`src/rtl/mux_rr_pipe_pkg.sv`:
```
// ============================================================================
// Module : mux_rr_pipe_pkg
// Brief  : Mode encodings and flattened-bus helper for the pipelined selector.
// Rev    : 1.0  initial release
// ============================================================================
`default_nettype none

package mux_rr_pipe_pkg;

  localparam logic MODE_DIRECT = 1'b0;
  localparam logic MODE_RR     = 1'b1;

  // Low bit of channel idx within a bus of width-bit lanes.
  function automatic int slice_lo(input int idx, input int width);
    return idx * width;
  endfunction

endpackage

`default_nettype wire

```
`src/rtl/mux_rr_pipe_rr_pick.sv`:
```
// ============================================================================
// Module : rr_pick
// Brief  : Combinational rotate-priority search starting at ptr, wrapping mod N.
// Rev    : 1.0  initial release
// ============================================================================
`default_nettype none

module rr_pick
  import mux_rr_pipe_pkg::*;
#(
  parameter int N  = 8,
  parameter int SW = $clog2(N)
) (
  input  logic [N-1:0]  req,
  input  logic [SW-1:0] ptr,
  output logic          gnt_vld,
  output logic [SW-1:0] gnt_idx
);

  logic [SW:0]   w_sum;
  logic [SW-1:0] w_cand;

  always_comb begin
    gnt_vld = 1'b0;
    gnt_idx = '0;
    w_sum   = '0;
    w_cand  = '0;
    for (int k = 0; k < N; k++) begin
      // ptr < N and k < N, so one conditional subtract gives (ptr+k) mod N
      w_sum = {1'b0, ptr} + (SW+1)'(k);
      if (w_sum >= (SW+1)'(N)) begin
        w_sum = w_sum - (SW+1)'(N);
      end
      w_cand = w_sum[SW-1:0];
      if (!gnt_vld && req[w_cand]) begin
        gnt_vld = 1'b1;
        gnt_idx = w_cand;
      end
    end
  end

endmodule

`default_nettype wire

```
`src/rtl/mux_rr_pipe.sv`:
```
// ============================================================================
// Module : mux_rr_pipe
// Brief  : N:1 W-bit selector, direct or round-robin, registered valid/ready output.
// Rev    : 1.0  initial release
// ============================================================================
`default_nettype none

module mux_rr_pipe
  import mux_rr_pipe_pkg::*;
#(
  parameter int W  = 16,
  parameter int N  = 8,
  parameter int SW = $clog2(N)
) (
  input  logic           clk,
  input  logic           rst,
  input  logic [N*W-1:0] d,
  input  logic [N-1:0]   d_vld,
  output logic [N-1:0]   in_rdy,
  input  logic           mode,
  input  logic [SW-1:0]  sel,
  output logic [W-1:0]   o,
  output logic [SW-1:0]  o_ch,
  output logic           o_vld,
  input  logic           o_rdy
);

  logic [W-1:0]  r_o;
  logic [SW-1:0] r_ch;
  logic          r_vld;
  logic [SW-1:0] r_ptr;

  logic [W-1:0]  w_ch_data [N];
  logic          w_dir_vld;
  logic          w_rr_vld;
  logic [SW-1:0] w_rr_idx;
  logic          w_gnt_vld;
  logic [SW-1:0] w_gnt_idx;
  logic          w_can_load;
  logic          w_xfer;

  for (genvar i = 0; i < N; i++) begin : g_unpack
    assign w_ch_data[i] = d[slice_lo(i, W) +: W];
  end

  // Out-of-range sel reads a zero-padded valid vector, so it can never grant.
  if (N == (1 << SW)) begin : g_sel_pow2
    assign w_dir_vld = d_vld[sel];
  end else begin : g_sel_npow2
    logic [(1<<SW)-1:0] w_vld_ext;
    assign w_vld_ext = {{((1 << SW) - N){1'b0}}, d_vld};
    assign w_dir_vld = w_vld_ext[sel];
  end

  rr_pick #(
    .N  (N),
    .SW (SW)
  ) u_rr_pick (
    .req     (d_vld),
    .ptr     (r_ptr),
    .gnt_vld (w_rr_vld),
    .gnt_idx (w_rr_idx)
  );

  assign w_gnt_vld  = (mode == MODE_RR) ? w_rr_vld : w_dir_vld;
  assign w_gnt_idx  = (mode == MODE_RR) ? w_rr_idx : sel;
  assign w_can_load = ~r_vld | o_rdy;
  assign w_xfer     = ~rst & w_gnt_vld & w_can_load;

  for (genvar i = 0; i < N; i++) begin : g_rdy
    assign in_rdy[i] = w_xfer & (w_gnt_idx == SW'(i));
  end

  always_ff @(posedge clk) begin
    if (rst) begin
      r_o   <= '0;
      r_ch  <= '0;
      r_vld <= 1'b0;
      r_ptr <= '0;
    end else if (w_xfer) begin
      r_o   <= w_ch_data[w_gnt_idx];
      r_ch  <= w_gnt_idx;
      r_vld <= 1'b1;
      // Pointer only advances on round-robin grants; direct mode leaves it alone.
      if (mode == MODE_RR) begin
        r_ptr <= (w_gnt_idx == SW'(N - 1)) ? '0 : w_gnt_idx + SW'(1);
      end
    end else if (o_rdy) begin
      r_vld <= 1'b0;
    end
  end

  assign o     = r_o;
  assign o_ch  = r_ch;
  assign o_vld = r_vld;

endmodule

`default_nettype wire

```
`config.mk`:
```
export PLATFORM = sky130hd
export DESIGN_NAME = mux_rr_pipe
export DESIGN_NICKNAME = d
export VERILOG_FILES = /design/src/rtl/mux_rr_pipe_pkg.sv /design/src/rtl/mux_rr_pipe_rr_pick.sv /design/src/rtl/mux_rr_pipe.sv
export SDC_FILE = /design/constraint.sdc
export NUM_CORES = 1
export LEC_CHECK = 0
export CORE_MARGIN = 4
export CORE_UTILIZATION = 39
export DETAILED_ROUTE_END_ITERATION = 8
export GPL_ROUTABILITY_DRIVEN = 0
export GPL_TIMING_DRIVEN = 1
export MAX_ROUTING_LAYER = met4
export PLACE_DENSITY_LB_ADDON = 0.1
export REMOVE_ABC_BUFFERS = 1
export SLEW_MARGIN = 40
export SYNTH_ARGS = -nofsm -noshare
export SYNTH_HDL_FRONTEND = slang
export SYNTH_HIERARCHICAL = 1
export SYNTH_SLANG_ARGS = --single-unit
```
`constraint.sdc`:
```
create_clock -name clk -period 7.1 [get_ports clk]
set_input_delay 1.775 -clock clk [delete_from_list [all_inputs] [get_ports clk]]
set_output_delay 1.775 -clock clk [all_outputs]
set_load 0.01 [all_outputs]
```
-- After elaboration in Yosys (flattened, before gate mapping)
Index checks and enable logic that the tools add are counted.
- RAM bits: 0
- memories kept: 0
- input bits: 143
- bits in latches: 0
- flip-flop bits (word level): 23
- memory bits (read-only): 0
- output and inout bits: 28
- equal/unequal tests: 7
- reduce and logical (&&, ||, !) cells: 17
- div/mod/pow operators: 0
- $add $sub $neg: 16
- mux-type cells: 50
- shifts and indexed selects: 0
- $mul: 0
- bitwise logic cells: 14
- $lt $le $gt $ge: 18
- operator list (cell ; number):
    $mux W3 ; 18
    $bmux W16 S3 ; 1
    $lt A3 B4 Y1 const B ; 9
    $ge A4 B4 Y1 const B ; 8
    $mux W16 ; 2
    $bmux W1 S3 ; 9
    $sub A3 B1 Y3 const B ; 8
    $mux W1 ; 20
    $add A3 B3 Y4 const B ; 4
    $eq A3 B3 Y1 const B ; 4
    $and A1 B1 Y1 ; 10
    $add A3 B2 Y4 const B ; 2
    $logic_and A1 B1 Y1 ; 7
    $logic_not A1 Y1 ; 7
    $eq A3 B2 Y1 const B ; 2
    $add A3 B1 Y4 const B ; 1
    $ge A3 B4 Y1 const B ; 1
    $not A3 Y4 ; 1
    $add A3 B1 Y3 const B ; 1
    $eq A3 B1 Y1 const B ; 1
    $logic_not A3 Y1 ; 1
    $not A1 Y1 ; 2
    $reduce_and A2 Y1 ; 1
    $reduce_bool A2 Y1 ; 1
    $or A1 B1 Y1 ; 1

-- Longest topological paths before layout
Gate-level depths: netlist of run 1.
- depth after elaboration: 31
- mapped depth: 20
- mapped depth without buffers: 16

-- By module
The synthesis of run 1 kept the hierarchy.
- modules (own cells, without submodules) (module ; times used ; area an instance (µm²) ; sequential area each (µm²) ; cells an instance):
    mux_rr_pipe ; 1 ; 2153.3 ; 460.4 ; 349
    rr_pick ; 1 ; 813.3 ; 0.0 ; 100

-- Worst setup path before layout of run 1
No wires, ideal clock.
- path kind: input to output
- start: input d_vld[6]
- end: output in_rdy[7]
- required time: 5.325 ns
- path buffers: 2
- setup slack: 0.508 ns
- arrival time: 4.817 ns
- cell stages on the path: 14
- cell sequence: mux2_2 > mux4_2 > and3_1 > a31oi_1 > or4b_1 > a221oi_2 > o22ai_1 > mux2i_1 > inv_1 > buf_2 > buf_1 > ha_1 > ha_1 > and2_1
- elaborated cells on any way between the ends: 54
- those cells by class: eq/ne (1); mux (36); bitwise (3); reduce/logical (14)
- RTL lines (item ; RTL line ; RTL):
    start: declaration ; mux_rr_pipe.sv:18 ; input logic [N-1:0] d_vld,
    $bmux W1 S3 ; mux_rr_pipe_rr_pick.sv:35 ; if (!gnt_vld && req[w_cand]) begin
    $mux W1 (not written as such) ; mux_rr_pipe_rr_pick.sv:35 ;
    $mux W1 ; mux_rr_pipe_rr_pick.sv:35 ;
    $logic_not A1 Y1 ; mux_rr_pipe_rr_pick.sv:35 ;
    $logic_and A1 B1 Y1 ; mux_rr_pipe_rr_pick.sv:35 ;
    $mux W1 ; mux_rr_pipe_rr_pick.sv:35 ;
    $logic_not A1 Y1 ; mux_rr_pipe_rr_pick.sv:35 ;
    $logic_and A1 B1 Y1 ; mux_rr_pipe_rr_pick.sv:35 ;
    [... 13 more ...] ; - ;
    $logic_not A1 Y1 ; mux_rr_pipe_rr_pick.sv:35 ;
    $logic_and A1 B1 Y1 ; mux_rr_pipe_rr_pick.sv:35 ;
    $mux W3 * ; mux_rr_pipe_rr_pick.sv:35 ;
    named net w_rr_idx[1] ; mux_rr_pipe.sv:36 ; logic [SW-1:0] w_rr_idx;
    $mux W3 * ; mux_rr_pipe.sv:66 ; assign w_gnt_idx = (mode == MODE_RR) ? w_rr_idx : sel;
    named net w_gnt_idx[1] ; mux_rr_pipe.sv:38 ; logic [SW-1:0] w_gnt_idx;
    $eq A3 B3 Y1 * ; mux_rr_pipe.sv:71 ; assign in_rdy[i] = w_xfer & (w_gnt_idx == SW'(i));
    $and A1 B1 Y1 * ; mux_rr_pipe.sv:71 ;
    end: declaration ; mux_rr_pipe.sv:19 ; output logic [N-1:0] in_rdy,
The timed path passes the listed nets; every way through them passes the cells marked *. The select of a mux whose other input is x is not followed.

-- Final worst setup path of run 1
- start: input d_vld[7]
- end: output in_rdy[4]
- elaborated cells on any way between the ends: 54
- those cells by class: eq/ne (1); mux (36); bitwise (3); reduce/logical (14)
- RTL lines (item ; RTL line):
    $bmux W1 S3 ; mux_rr_pipe_rr_pick.sv:35
    $mux W1 (not written as such) ; mux_rr_pipe_rr_pick.sv:35
    $mux W1 ; mux_rr_pipe_rr_pick.sv:35
    $logic_not A1 Y1 ; mux_rr_pipe_rr_pick.sv:35
    $logic_and A1 B1 Y1 ; mux_rr_pipe_rr_pick.sv:35
    $mux W1 ; mux_rr_pipe_rr_pick.sv:35
    $logic_not A1 Y1 ; mux_rr_pipe_rr_pick.sv:35
    $logic_and A1 B1 Y1 ; mux_rr_pipe_rr_pick.sv:35
    [... 12 more ...] ; -
    $mux W1 ; mux_rr_pipe_rr_pick.sv:35
    $logic_not A1 Y1 ; mux_rr_pipe_rr_pick.sv:35
    $logic_and A1 B1 Y1 ; mux_rr_pipe_rr_pick.sv:35
    $mux W3 * ; mux_rr_pipe_rr_pick.sv:35
    named net w_rr_idx[1] ; mux_rr_pipe.sv:36
    $mux W3 * ; mux_rr_pipe.sv:66
    $eq A3 B3 Y1 * ; mux_rr_pipe.sv:71
    $and A1 B1 Y1 * ; mux_rr_pipe.sv:71
Marks and branches as above.

==> metrics.md, run 1 <==
| Metric | Value |
|---|---|
| Post-synth EDFFs | 0 |
| Reg2reg setup slack | approximately 2.5 ns |
| R2R cell count | 16 |
| Largest net degree at the start of global routing | 65 |
| Pwr per Cell Area | 350.2 nW/um2 |
| CP most frequent cell | and3_1 |
| CTS Hold Buffers Added | 0 |
| Share of cells above drive strength 1 | about an eighth |
| FF-to-FF End | o[8] |
| Synth area leaders | nand2_1 17%, dfxtp_1 16%, a21oi_1 12% |
| Critical path class | in2out |
| Initial antenna violation count | 0 |
| CP delay by family, top | buffers and inverters |
| Hold-critical path depth | 2 |
| Die width | 95.22 um |
| Area leader, netlist | nand2_1 |
| Syn Inst Count | between 400 and 500 |
| Setup violations, final | 0 |
| Min-delay src | o[7] |
| Max-cap violation count | 0 |
| CP endpoint kind | output pin |
| Longest Clk Path Bufs | 2 |
| CTS H-Tree Depth | 1 |
| Max Freq | 143.1 MHz |
| Vias/cell | 5.330 |
| Yosys cell types | 48 |
| DR vias | 3,875 |
| Crit Path Max Fanout | 6 |
| Lkg Pwr | 2.082 nW |
| # IOs | 171 |
| Gr busiest metal | met2 |
| Crit-path cells | dlygate4sd2_1 > mux2_2 > mux4_2 > and3_1 > a31oi_1 > or4b_1 > a221oi_2 > o22ai_2 > mux2i_4 > buf_4 > ha_1 > and3_1 > clkdlybuf4s50_1 |
| Prevailing post-synth register cell | dfxtp_1 |
| Antenna diodes | 0 |
| Crit path buffers/inverters | 3 |
| Area delta synth->final | 68.75% |
| Status | completed |
| Final wirelength | 11,640 um |
| Seq/Total Area, Yosys | between 15 and 20% |
| Syn Area/Cell | about 6.6 um2 |
| Met2 GRT Util | around 44% |
| Worst Path Required | around 5.3 ns |
| IO Port Bufs | 170 |
| Clk root buf | clkbuf_8 |
| Share of flip-flops with an asynchronous set or reset | 0% |
| Num rows | 31 |
| Drt wl/cell | between 15 and 20 um |
| Drt first pass iters | 5 |
| Clock Latency Late Sink | about 0.26 ns |
| TritonCTS clock tree | built |
| Crit path time final | between 6 and 7 ns |
| Post-DP HPWL | 9072 um |
| GRT Overall Usage | 24.09% |
| First DRT Iteration DRCs | 160 |
| Max stage delay on crit path | around 0.54 ns |
| # clock sinks | 23 |
| Synthesis-stage register bit count | 23 |
| Final ANT Viol Nets | 0 |
| Worst vdd ir | 0.2426 mV |
| Worst hold slack | 0.5034 ns |
| Global Route met1 Usage | 27.83% |
| Clock transition at path regs | 0.09 ns |
| Die height | 95.22 um |
| Commonest cells post-synth | 138 x nand2_1, 70 x a21oi_1, 35 x nor2_1, 23 x dfxtp_1, 21 x nor4_1 |
| Crit path DAT | 5.21 ns |
| Count leader, synth | nand2_1 |
| DR DRC count | 0 |
| Clock Skew | 0.004846 ns |
| Slew of the pin with the lowest slew margin | roughly 0.61 ns |
| Final period utilization | 98.43% |
| Placed instance area | roughly 5000 um2 |
| Initial Util | between 40% and 50% |
| Hold crit path type | reg2reg |
| Grt total ovfl | 0 |
| Synth warn | 6 |
| FF-to-FF Start | r_ptr[1] |
| Top cell type's share of synthesized area | about 17% |
| Max-slew violations | 0 |
| Global-route wire length before repair | 17,060 um |
| Final hold violation count | 0 |
| Hold EP | o[7] |
| Startpoint Class | input port |
| Inserted Clock Buffers | 3 |
| Die ar. | 9066 um2 |
| Vias in the first global route | 3,577 |
| Placeable Area | 7331 um2 |
| Nets@finish | 780 |
| Met3 Use GR | 3.946% |
| Crit-path slowest cell | clkdlybuf4s50_1 |
| Area of the mapped netlist | around 3000 um2 |
| Final instance area | 5006 um2 |
| Relative slew slack | 59.58% |
## registers in the layout (all words and copies together) (netlist names)
name / count
o: 16
o_vld: 1
r_ptr: 3
o_ch: 3
## cell type report
| class | count | area (um2) |
|---|---|---|
| Clock buffer | 4 | 45.04 |
| Fill cell | 620 | 2325 |
| Inverter | 10 | 37.54 |
| Multi-Input combinational cell | 385 | 2372 |
| Sequential cell | 23 | 460.4 |
| Tap cell | 99 | 123.9 |
| Timing Repair Buffer | 206 | 1967 |
## layout by cell type (no fill, tap or decap), types with 2 or more instances in the layout
cell | netlist | routed
clkdlybuf4s50_1 | 0 | 159
nand2_1 | 138 | 137
a21oi_1 | 70 | 70
nor2_1 | 35 | 35
buf_4 | 1 | 35
dfxtp_1 | 23 | 23
nor4_1 | 21 | 21
mux2i_1 | 17 | 15
a211oi_1 | 11 | 11
inv_1 | 10 | 9
a211oi_2 | 9 | 9
and3_1 | 8 | 8
ha_1 | 8 | 8
dlygate4sd2_1 | 0 | 8
mux4_2 | 7 | 7
nor3_1 | 7 | 7
mux2_2 | 6 | 6
nand3_1 | 5 | 5
mux2i_4 | 0 | 3
and2_1 | 3 | 3
clkbuf_8 | 0 | 3
dlymetal6s2s_1 | 0 | 3
xnor2_1 | 3 | 3
nor2b_1 | 2 | 2
o22ai_1 | 3 | 2
nand2b_1 | 2 | 2
a32oi_1 | 2 | 2
nor2_2 | 2 | 2
mux2_4 | 2 | 2
o21ai_0 | 2 | 2
nand4_1 | 2 | 2
a221oi_1 | 2 | 2
## logic make-up after synthesis
group / count (synthesis) / share of synthesized area [%]
AO/OA/AOI/OAI: 108 / 23.58
XOR/XNOR: 4 / 1.181
adder cells (fa/ha/maj): 8 / 3.374
buffers and inverters: 41 / 6.917
flip-flops: 23 / 15.52
multiplexers: 33 / 14.80
AND/OR/NAND/NOR: 232 / 34.63
## routing by layer
metal  share of wire, %  up-vias
li1                   -     1953
met1                 39     1752
met2                 50      155
met3                9.0       15
met4                1.6        0
met5                  0        -
## per-stage QoR
step                      setup slack, ns  util [%]  power (W)  TNS [ns]  cells
after floorplan                    -3.538         -   0.001092    -51.42    418
final                              0.1111     68.29   0.001753         0    727
after CTS                         0.05823     67.71   0.001723         0    725
after detailed placement          -0.1809     66.97   0.001617   -0.9529    721
after global routing             -0.01085     68.29   0.001906  -0.01869    727
after global placement            -0.1117     66.82   0.001586   -0.3270    721
## worst max-delay path by stage
stage / startpoint / end / cells past startpoint
after floorplan: d_vld[6] / in_rdy[7] / 12
after detailed placement: d_vld[1] / in_rdy[7] / 14
after CTS: d_vld[6] / in_rdy[7] / 14
final: d_vld[7] / in_rdy[4] / 13
after global placement: d_vld[1] / in_rdy[7] / 14
after global routing: d_vld[3] / in_rdy[0] / 13
## where the power goes
part,switching [W],internal (W),leakage (nW)
combinational,0.000816,0.000665,1.87
sequential,0.0000223,0.000167,0.191
clock,0.0000428,0.0000400,0.0228
## what timing repair did
action                     4_1_cts  5_1_grt
resized for setup               11        7
setup buffers                    0        1
hold endpoints to repair         0        0
setup endpoints to repair        8        8
## worst min-delay path, cell delays in order, from the launching register on
cell      delay (ns)
dfxtp_1         0.32
nor2_1          0.09
a211oi_1        0.05
Power figures use the tool's default switching activity.
==> inputs of run 2 (changes only) <==
- PLACE_DENSITY: unset -> 0.83
- PLACE_DENSITY_LB_ADDON: 0.1 -> unset
==> metrics.md, run 2 (synthesized netlist as in run 1, its figures left out) <==
| Metric | Value |
|---|---|
| Status | completed |
| Drt wl/cell | 16.25 um (+1.5%) |
| Crit-path cells | dlygate4sd2_1 > mux2_4 > mux4_2 > and3_1 > a31oi_1 > or4b_1 > a221oi_2 > o22ai_2 > mux2i_4 > buf_4 > ha_1 > and3_1 > clkdlybuf4s50_1 |
| Max stage delay on crit path | 0.54 ns (about the same) |
| Drt first pass iters | 5 (unchanged) |
| Final hold violation count | 0 (unchanged) |
| CP most frequent cell | and3_1 |
| Pwr per Cell Area | 352.4 nW/um2 (+0.64%) |
| CP endpoint kind | output pin |
| CTS Hold Buffers Added | 0 (unchanged) |
| Clock transition at path regs | 0.09 ns (about the same) |
| IO Port Bufs | 170 (unchanged) |
| Final wirelength | 11,720 um (+0.70%) |
| Die width | 95.22 um (unchanged) |
| Clk root buf | clkbuf_8 |
| Final ANT Viol Nets | 0 (unchanged) |
| Die ar. | 9066 um2 (unchanged) |
| Nets@finish | 774 (-0.77%) |
| Most common cell after layout, fill and taps aside | clkdlybuf4s50_1 |
| # clock sinks | 23 (unchanged) |
| Relative slew slack | 56.96% (-2.6 points) |
| # IOs | 171 (unchanged) |
| Share of cells above drive strength 1 | 11.90% (-0.84 points) |
| DR vias | 3,992 (+3.0%) |
| Clock Skew | 0.008812 ns (+0.003965 ns) |
| Worst Path Required | 5.33 ns (about the same) |
| Fillers | 597 (-3.7%) |
| Antenna diodes | 0 (unchanged) |
| Placeable Area | 7331 um2 (unchanged) |
| Post-DP HPWL | 9039 um (-0.37%) |
| Most frequent cells in the layout | 156 x clkdlybuf4s50_1, 138 x nand2_1, 69 x a21oi_1 |
| Final period utilization | 98.23% (-0.21 points) |
| Placed instance area | 4880 um2 (-0.61%) |
| Initial Util | 40.47% (unchanged) |
| Max Freq | 143.4 MHz (+0.21%) |
| Startpoint Class | input port |
| Inserted Clock Buffers | 3 (unchanged) |
| Global-route wire length before repair | 17,520 um (+2.7%) |
| Vias/cell | 5.537 (+3.9%) |
| Worst vdd ir | 0.5341 mV (+120%) |
| Worst hold slack | 0.5014 ns (-0.002049 ns) |
| Slew of the pin with the lowest slew margin | 0.6457 ns (+0.03937 ns) |
| Lkg Pwr | 2.110 nW (+1.3%) |
| Max-cap violation count | 0 (unchanged) |
| Longest Clk Path Bufs | 2 (unchanged) |
| Max reg flops | 16 (unchanged) |
| Setup violations, final | 0 (unchanged) |
| Hold crit path type | reg2reg |
| Crit-path slowest cell | clkdlybuf4s50_1 |
| First DRT Iteration DRCs | 173 (+8.1%) |
| Pwr Total | 0.001750 W (-0.16%) |
| Critical path class | in2out |
| Vias in the first global route | 3,776 (+5.6%) |
| Die height | 95.22 um (unchanged) |
| DR DRC count | 0 (unchanged) |
| Crit path time final | 6.974 ns (-0.01478 ns) |
| Num rows | 31 (unchanged) |
| Post-CTS setup buffer count | 0 (unchanged) |
| Largest net degree at the start of global routing | 66 (+1.5%) |
| Final instance area | 4966 um2 (-0.80%) |
| CTS resizes | 9 (-2) |
| GRT Overall Usage | 24.57% (+0.47 points) |
| Area delta synth->final | 67.40% |
| Final Util | 67.74% (-0.55 points) |
| Initial antenna violation count | 0 (unchanged) |
| Grt total ovfl | 0 (unchanged) |
| Max-slew violations | 0 (unchanged) |
| Crit Path Max Fanout | 7 (+1) |
| RSZ-0062 raised after global routing | false |
| TritonCTS clock tree | built |
| Clock Latency Late Sink | 0.26 ns (about the same) |
| Crit path DAT | 5.20 ns (about the same) |
| Setup TNS | 0 ns (unchanged) |
| CTS H-Tree Depth | 1 (unchanged) |
run 2: cell type report:
cell class	count	area, um2	area share, %
timing repair buffer	200	1932	38.90
clock buffer	3	41.29	0.8314
inverter	10	37.54	0.7559
clock inverter	1	5.005	0.1008
tap	99	123.9	2.494
multi-input combinational	385	2366	47.64
sequential	23	460.4	9.272
run 2: power breakdown:
part	internal (W)	switching (W)	total (W)
combinational	0.000650	0.000821	0.00147
clock	0.0000391	0.0000423	0.0000814
sequential	0.000167	0.0000315	0.000198
run 2: final timing paths:
check / startpoint / to / slack [ns] / depth (start not counted)
setup / recovery: d_vld[3] / in_rdy[0] / 0.13 / 13
setup reg to reg: r_ptr[0] / o[11] / 1.90 / 17
hold / removal: o[8] / o[8] / 0.50 / 2
hold reg to reg: o[8] / o[8] / 0.50 / 2
run 2: worst max-delay path, delay by kind of cell:
kind            cells  cell delay (ns)
buf+inv             3             0.99
compound gates      3             0.52
fa+ha+maj           1             0.15
simple gates        3             0.81
mux                 3             0.95
run 2: through the flow:
step | cells | setup WS, ns
3_3_place_gp | 717 | -0.07130
3_5_place_dp | 717 | -0.1529
6_report | 721 | 0.1259
5_1_grt | 721 | 0.004648
4_1_cts | 721 | 0.06071
2_1_floorplan | 418 | -3.538
run 2: per-layer routing:
metal | up-vias | global-route usage, % | routed length (um)
met2 | 198 | 42.04 | 5494
met4 | 0 | 4.808 | 268
li1 | 1935 | - | -
met5 | - | - | 0
met3 | 26 | 5.683 | 1271
met1 | 1833 | 29.58 | 4683
